## src/rtl/mem_arbiter.sv

```systemverilog
// mem_arbiter: arbitrates I-cache refills and D-cache refills/writes onto one
// word-wide memory port. Refills are LINE_WORDS beats paced by mem_ack, and
// D-side writes are a single beat.
// Build option: MEM_ARB_ROUND_ROBIN_EN -- when defined, simultaneous requests
// alternate between sides. When undefined, the D-side always wins a tie.
module mem_arbiter #(
    parameter int unsigned LINE_WORDS = 8,
    parameter int unsigned ADDR_W     = 32
) (
    input  logic                          clk,
    input  logic                          rst,
    input  logic                          i_req,
    input  logic [ADDR_W-1:0]             i_addr,
    output logic                          i_rvalid,
    output logic [$clog2(LINE_WORDS)-1:0] i_widx,
    output logic                          i_done,
    input  logic                          d_req,
    input  logic                          d_we,
    input  logic [ADDR_W-1:0]             d_addr,
    input  logic [31:0]                   d_wdata,
    output logic                          d_rvalid,
    output logic [$clog2(LINE_WORDS)-1:0] d_widx,
    output logic                          d_done,
    output logic [31:0]                   rdata,
    output logic                          mem_req,
    output logic                          mem_we,
    output logic [ADDR_W-1:0]             mem_addr,
    output logic [31:0]                   mem_wdata,
    input  logic [31:0]                   mem_rdata,
    input  logic                          mem_ack
);

    localparam int unsigned IDX_W = $clog2(LINE_WORDS);
    localparam int unsigned OFF_W = IDX_W + 2;

    typedef enum logic [2:0] {
        IDLE   = 3'd0,
        IREAD  = 3'd1,
        DREAD  = 3'd2,
        DWRITE = 3'd3,
        DONE   = 3'd4
    } state_t;

    state_t              r_state;
    state_t              w_state_nxt;
    logic [IDX_W-1:0]    r_beat;
    logic [IDX_W-1:0]    w_beat_nxt;
    logic                w_mem_req_nxt;
    logic                w_mem_we_nxt;
    logic [ADDR_W-1:0]   w_mem_addr_nxt;
    logic [31:0]         w_mem_wdata_nxt;
    logic                w_i_done_nxt;
    logic                w_d_done_nxt;
    logic                w_pick_d;
    logic                w_any_req;
    logic                w_unused_addr_bits;

    // Byte-offset bits below the line/word boundary never reach the memory port
    assign w_unused_addr_bits = ^{i_addr[OFF_W-1:0], d_addr[1:0]};

    assign w_any_req = i_req | d_req;

`ifdef MEM_ARB_ROUND_ROBIN_EN
    logic r_last_d;

    // Tie goes to the side not served by the previous grant
    assign w_pick_d = d_req & ~(i_req & r_last_d);

    // Last-grant pointer, updated at every grant; resets to the I-side
    always_ff @(posedge clk) begin
        if (rst) begin
            r_last_d <= 1'b0;
        end else if (r_state == IDLE && w_any_req) begin
            r_last_d <= w_pick_d;
        end
    end
`else
    // D-side has fixed priority
    assign w_pick_d = d_req;
`endif

    // Per-side read handshake and pass-through of memory data
    assign i_rvalid = (r_state == IREAD) & mem_ack;
    assign d_rvalid = (r_state == DREAD) & mem_ack;
    assign i_widx   = r_beat;
    assign d_widx   = r_beat;
    assign rdata    = mem_rdata;

    // State and registered memory-port / done outputs
    always_ff @(posedge clk) begin
        if (rst) begin
            r_state   <= IDLE;
            r_beat    <= '0;
            mem_req   <= 1'b0;
            mem_we    <= 1'b0;
            mem_addr  <= '0;
            mem_wdata <= '0;
            i_done    <= 1'b0;
            d_done    <= 1'b0;
        end else begin
            r_state   <= w_state_nxt;
            r_beat    <= w_beat_nxt;
            mem_req   <= w_mem_req_nxt;
            mem_we    <= w_mem_we_nxt;
            mem_addr  <= w_mem_addr_nxt;
            mem_wdata <= w_mem_wdata_nxt;
            i_done    <= w_i_done_nxt;
            d_done    <= w_d_done_nxt;
        end
    end

    // Next-state and next-output logic; arbitration happens only in IDLE
    always_comb begin
        w_state_nxt     = r_state;
        w_beat_nxt      = r_beat;
        w_mem_req_nxt   = mem_req;
        w_mem_we_nxt    = mem_we;
        w_mem_addr_nxt  = mem_addr;
        w_mem_wdata_nxt = mem_wdata;
        w_i_done_nxt    = 1'b0;
        w_d_done_nxt    = 1'b0;

        case (r_state)
            IDLE: begin
                if (w_any_req) begin
                    w_mem_req_nxt = 1'b1;
                    w_beat_nxt    = '0;
                    if (w_pick_d) begin
                        if (d_we) begin
                            w_state_nxt     = DWRITE;
                            w_mem_we_nxt    = 1'b1;
                            w_mem_addr_nxt  = {d_addr[ADDR_W-1:2], 2'b00};
                            w_mem_wdata_nxt = d_wdata;
                        end else begin
                            w_state_nxt    = DREAD;
                            w_mem_addr_nxt = {d_addr[ADDR_W-1:OFF_W], OFF_W'(0)};
                        end
                    end else begin
                        w_state_nxt    = IREAD;
                        w_mem_addr_nxt = {i_addr[ADDR_W-1:OFF_W], OFF_W'(0)};
                    end
                end
            end

            IREAD, DREAD: begin
                if (mem_ack) begin
                    if (r_beat == IDX_W'(LINE_WORDS - 1)) begin
                        w_state_nxt   = DONE;
                        w_mem_req_nxt = 1'b0;
                        w_beat_nxt    = '0;
                        w_i_done_nxt  = (r_state == IREAD);
                        w_d_done_nxt  = (r_state == DREAD);
                    end else begin
                        w_beat_nxt     = r_beat + IDX_W'(1);
                        w_mem_addr_nxt = mem_addr + ADDR_W'(4);
                    end
                end
            end

            DWRITE: begin
                if (mem_ack) begin
                    w_state_nxt   = DONE;
                    w_mem_req_nxt = 1'b0;
                    w_mem_we_nxt  = 1'b0;
                    w_d_done_nxt  = 1'b1;
                end
            end

            DONE: begin
                w_state_nxt = IDLE;
            end

            default: begin
                w_state_nxt = IDLE;
            end
        endcase
    end

endmodule

```

## config.mk

```make
export PLATFORM = sky130hd
export DESIGN_NAME = mem_arbiter
export DESIGN_NICKNAME = d
export VERILOG_FILES = /design/src/rtl/mem_arbiter.sv
export SDC_FILE = /design/constraint.sdc
export NUM_CORES = 1
export LEC_CHECK = 0
export ABC_AREA = 1
export BUFFER_PORTS_ARGS = -buffer_cell sky130_fd_sc_hd__buf_2
export CAP_MARGIN = 20
export CORE_MARGIN = 4
export CORE_UTILIZATION = 42
export CTS_BUF_LIST = sky130_fd_sc_hd__clkbuf_4 sky130_fd_sc_hd__clkbuf_8
export DETAILED_ROUTE_END_ITERATION = 6
export GPL_TIMING_DRIVEN = 0
export PLACE_DENSITY = 0.79
export SYNTH_ARGS = -nofsm -noshare
export SYNTH_HDL_FRONTEND = slang
export SYNTH_SLANG_ARGS = --single-unit
```

## constraint.sdc

```tcl
create_clock -name clk -period 1.4 [get_ports clk]
set_input_delay 0.28 -clock clk [delete_from_list [all_inputs] [get_ports clk]]
set_output_delay 0.28 -clock clk [all_outputs]
set_load 0.005 [all_outputs]
```

# After elaboration in Yosys (flattened, before gate mapping)
# Cells that the tools add are included.
# word_totals
reg_bits	74
inputBits	134
output_inout_bits	108
word_cells	69
# op_classes
addsub	2
n_eq_ne	11
muxes	30
bitwise_logic	6
n_reduce_logical	12
# op_table
operator	n
32-bit two-way mux	4
32-bit case mux with 2 select lines	1
32-bit by 3-bit adder with 32-bit output (second input constant)	1
3-bit two-way mux	8
2-bit inequality test (second input constant)	7
4-bit AND reduction	3
1-bit two-way mux	11
5-bit AND reduction	2
3-bit case mux with 3 select lines	1
3-bit by 2-bit equality test with 1-bit output (second input constant)	2
3-bit case mux with 2 select lines	1
5-bit two-way mux	1
1-bit case mux with 2 select lines	2
2-bit nonzero test	2
4-bit OR reduction	1
3-bit by 1-bit adder with 3-bit output (second input constant)	1
3-bit by 1-bit equality test with 1-bit output (second input constant)	1
3-bit equality test (second input constant)	1
3-bit zero test	1
1-bit inverter	3
1-bit case mux with 3 select lines	1
3-bit AND reduction	1
3-bit nonzero test	1
1-bit bitwise AND	2
other kinds (2)	2

# Logic depth before layout (Yosys ltp)
# depth
depth_word	4
ltp_mapped	11
mapped_depth_nobuf	11

# Worst setup path after synthesis
# No wires, ideal clock.
# synth_path
kind	register to register
start	register mem_addr[2]
end	register mem_addr[12]
setup_time_ns	0.056
t_arrival_ns	1.423
required_ns	1.344
path_slack_ns	-0.078
stages_incl_launch_ff	11
path_cell_list	dfxtp_1 ha_1 nand2_1 nor2_1 nand2_1 nor2_1 xor2_1 nand2_1 nand3_1 nand2_1 inv_1
# synth_between
elab_chain_cells	4
# synth_rtl
item	line	rtl
from (decl)	27	output logic [ADDR_W-1:0] mem_addr,
from (signal assigned)	105	mem_addr <= w_mem_addr_nxt;
32-bit by 3-bit adder with 32-bit output	155	w_mem_addr_nxt = mem_addr + ADDR_W'(4);
32-bit two-way mux	147	if (r_beat == IDX_W'(LINE_WORDS - 1)) begin
32-bit two-way mux	146	if (mem_ack) begin
32-bit case mux with 2 select lines	123	case (r_state)
# Every way passes these cells. The select of a mux whose other input is x is not followed.
# A chain may end at the register's enable or synchronous reset.

# Worst setup path in the final report
# layout_path
start	register mem_addr[10]
end	register mem_addr[18]
# Same word-level chain as after synthesis.

==> flow_summary.toml <==
[yosys]
synthMuxAreaShare = 0.00227
synthCells = 686
synth_compound_area_frac = 0.150
synth_fa_ha_area_frac = 0.00851
synth_top_family_by_area = "simple AND/OR/NAND/NOR gates"
yosysSeqAreaShare = 0.327
synth_cell_type_count = 38
netlist_area_sq_um = 4410
ys_ff_latch = 72
avgSynthCellArea_sq_um = 6.43
yosysWarnings = 0
synth_simple_gate_area_frac = 0.362
synthXorXnorAreaFrac = 0.0159

[critical_path]
start_kind = "flop"
cpPeakStageDelay_ps = 440
path_buf_inv = 1
critical_path_required_ps = 1670
path_cells = "nand2_1, nor2_4, inv_1, nor2_4, nand3_1, o21ai_1, nand2_1, a21oi_1"
cp.arrival_ps = 1870
cpLargestDelayFamily = "simple AND/OR/NAND/NOR gates"
cp-end-kind = "flop"
rr_worst_depth = 8
crit_fanout = 5
crit_type = "flop to flop"
slowest_stage = "dfxtp_1"
cp.depth = 8

[clock_tree]
cts.clk_slew.worst_paths_ps = 80
cts-buffers-inserted = 9
cts_tree = "yes"
clk_latency_ps = 350
cts_sinks = 72
root_buffer = "clkbuf_8"
cts_buffer_depth = 2
cts_htree_levels = 3

[power_and_ir_drop]
intPower_w = 0.00728
p_seq_frac = 0.262
pwr-share-comb = 0.589
switching_share = 0.437
p_per_area_nw_per_um2 = 1900
ir_drop_mv = 1.02
p_leak_nw = 3.21
netSwitchingPower_w = 0.00566
clock_power_share = 0.150

[sta]
setup_viol = 69
tns_ps = -6470
finalHoldViolCount = 0
slew_viol_final = 0
skew_ps = 8.72
relSlewSlack = 0.568
layout_min_cycle_time_ps = 1600
timing.fmax_mhz = 627
setup_slack_ps = -195
rsz0062_at_grt = "yes"
worst_pin_slew_ps = 648
period_share = 1.14

[layout]
multi_input_area_sq_um = 2780
num_antenna_cells = 0
fin_util = 0.662
nNetsFinal = 1072
ff_latch_area_sq_um = 1490
drive_gt1_frac = 0.460
fillers = 916
syn_to_final_growth_pct = 54.2

[floorplan]
die_y_microns = 110
pin_count = 242
initial_core_util = 0.429
core_area_sq_um = 10300
num_rows = 37
fp.dieW_microns = 110
dieArea_sq_um = 12200

[hold_path]
hold_class = "input port to flop"
hold_depth = 3

[global_routing]
grtUsageTotal = 0.251
grt_max_degree = 15
grt_pass1_wl_microns = 25200
grt_pass1_vias = 5197
grt_antenna_before_repair = 0
grt.overflow.total = 0

[placed_design]
portBuffers = 199
gp_congestion = 0.975
dpl.hpwl_microns = 11600

[route]
wl_microns = 17000
wl_per_cell_microns = 15.8
vias = 5556
antenna_left = 0
drc = 0
drt_pass1_iterations = 7
drtIter0Drc = 328
routed_via_density = 5.16

[flow_run]
maxCapViolations = 0

[run_status]
outcome = "complete, but fails checks"
violations = "negative setup slack"
worst min-delay path: stages:
cell     delay (ps)
buf_2            90
nand3_1          70
a21oi_1          60
logic make-up after synthesis:
logic type      count (synthesis)
xor+xnor                        8
simple gates                  368
other cells                     1
buf+inv                       108
fa+ha+maj                       3
mux                             1
flops                          72
compound gates                125
routing by layer:
metal | vias up | GRT usage | part of all wire
li1 | 2701 | - | -
met1 | 2500 | 0.293 | 0.37
met2 | 315 | 0.427 | 0.49
met3 | 40 | 0.0805 | 0.11
met4 | 0 | 0.0920 | 0.028
met5 | - | 0 | 0
synth_stat cells (all sizes together):
cell type    n  area (sq um)
or2          7          43.8
dfxtp       72          1440
clkbuf      13          48.8
o21ai       34           170
ha           3          37.5
nor3b        2          15.0
conb         1          3.75
a31oi        1          6.26
o31ai        1          7.51
nand3       70           368
o211a        1          10.0
nand4        1          6.26
nand3b       3          22.5
inv         37           139
nand2      189           742
a211oi       3          22.5
nor3         5          30.0
o21a         2          15.0
a21o         1          7.51
nor2        91           368
xor2         6          52.6
buf         58           404
o211ai       4          30.0
xnor2        2          17.5
a21oi       78           390
mux2i        1          10.0
final cells by class:
cell class / instances / area share
plain buffers: 70 / 0.0799
clock buffers: 9 / 0.0182
clock inverters: 7 / 0.0149
inverters: 37 / 0.0215
multi-input cells: 508 / 0.409
flip-flops and latches: 72 / 0.219
well taps: 136 / 0.0250
repair buffers: 237 / 0.213
registers in the layout (all words and copies together) (netlist names):
signal and flops:
mem_we 1, mem_req 1, mem_addr 30, d_widx 3
r_state 3, mem_wdata 32, d_done 1, i_done 1
placed cells by master (no fill, tap or decap), types with 3 or more instances in the layout:
| master | instances |
|---|---|
| o21ai_2 | 9 |
| nand2_1 | 171 |
| clkbuf_8 | 9 |
| dfxtp_1 | 49 |
| nand2_4 | 7 |
| buf_4 | 59 |
| inv_4 | 3 |
| clkbuf_16 | 4 |
| buf_6 | 18 |
| a21oi_1 | 66 |
| clkbuf_1 | 13 |
| inv_6 | 3 |
| nor3_1 | 4 |
| o21ai_0 | 6 |
| dfxtp_2 | 16 |
| a211oi_2 | 3 |
| or2_2 | 7 |
| nand3_1 | 64 |
| xor2_1 | 6 |
| nand2_2 | 10 |
| a21oi_2 | 10 |
| nand3_2 | 5 |
| dfxtp_4 | 7 |
| nor2_1 | 58 |
| ha_4 | 3 |
| o211ai_1 | 4 |
| nor2_4 | 16 |
| nand3b_1 | 3 |
| buf_2 | 200 |
| inv_1 | 30 |
| buf_8 | 8 |
| o21ai_1 | 19 |
| inv_2 | 4 |
| nor2_2 | 16 |
repair_timing:
| item | in CTS | in global routing |
|---|---|---|
| setup buffers | 22 | 11 |
| endpoints found under the setup margin | 71 | 73 |
| endpoints found under the hold margin | 0 | 0 |
| pin swaps | 22 | 29 |
| resized for setup | 101 | 91 |
| gates cloned | 3 | 5 |
| hold buffers | 0 | 0 |
power groups by stage:
stage	logic (W)	registers (W)	clock network, W
6_report	0.00762	0.00339	0.00194
3_5_place_dp	0.00493	0.00325	0
2_1_floorplan	0.00329	0.00315	0
5_1_grt	0.00822	0.00346	0.00205
3_3_place_gp	0.00489	0.00324	0
4_1_cts	0.00637	0.00328	0.00196
final timing paths:
kind / start / end / slack (ps)
hold / removal: d_wdata[16] / mem_wdata[16] / 180
hold reg to reg: mem_wdata[16] / mem_wdata[16] / 460
setup reg to reg: mem_addr[10] / mem_addr[18] / -200
setup / recovery: mem_addr[10] / mem_addr[18] / -200
metrics by stage:
stage	area [sq um]	setup slack, ps	power [W]	cells	hold WS (ps)
4_1_cts	6330	-93.9	0.0116	1062	173
5_1_grt	6800	-264	0.0137	1076	171
3_5_place_dp	5610	-383	0.00819	1022	449
2_1_floorplan	4450	12.9	0.00644	687	427
3_3_place_gp	5610	-344	0.00814	1022	446
6_report	6800	-195	0.0129	1076	185
Note: power is estimated with default switching activity, not from simulation.
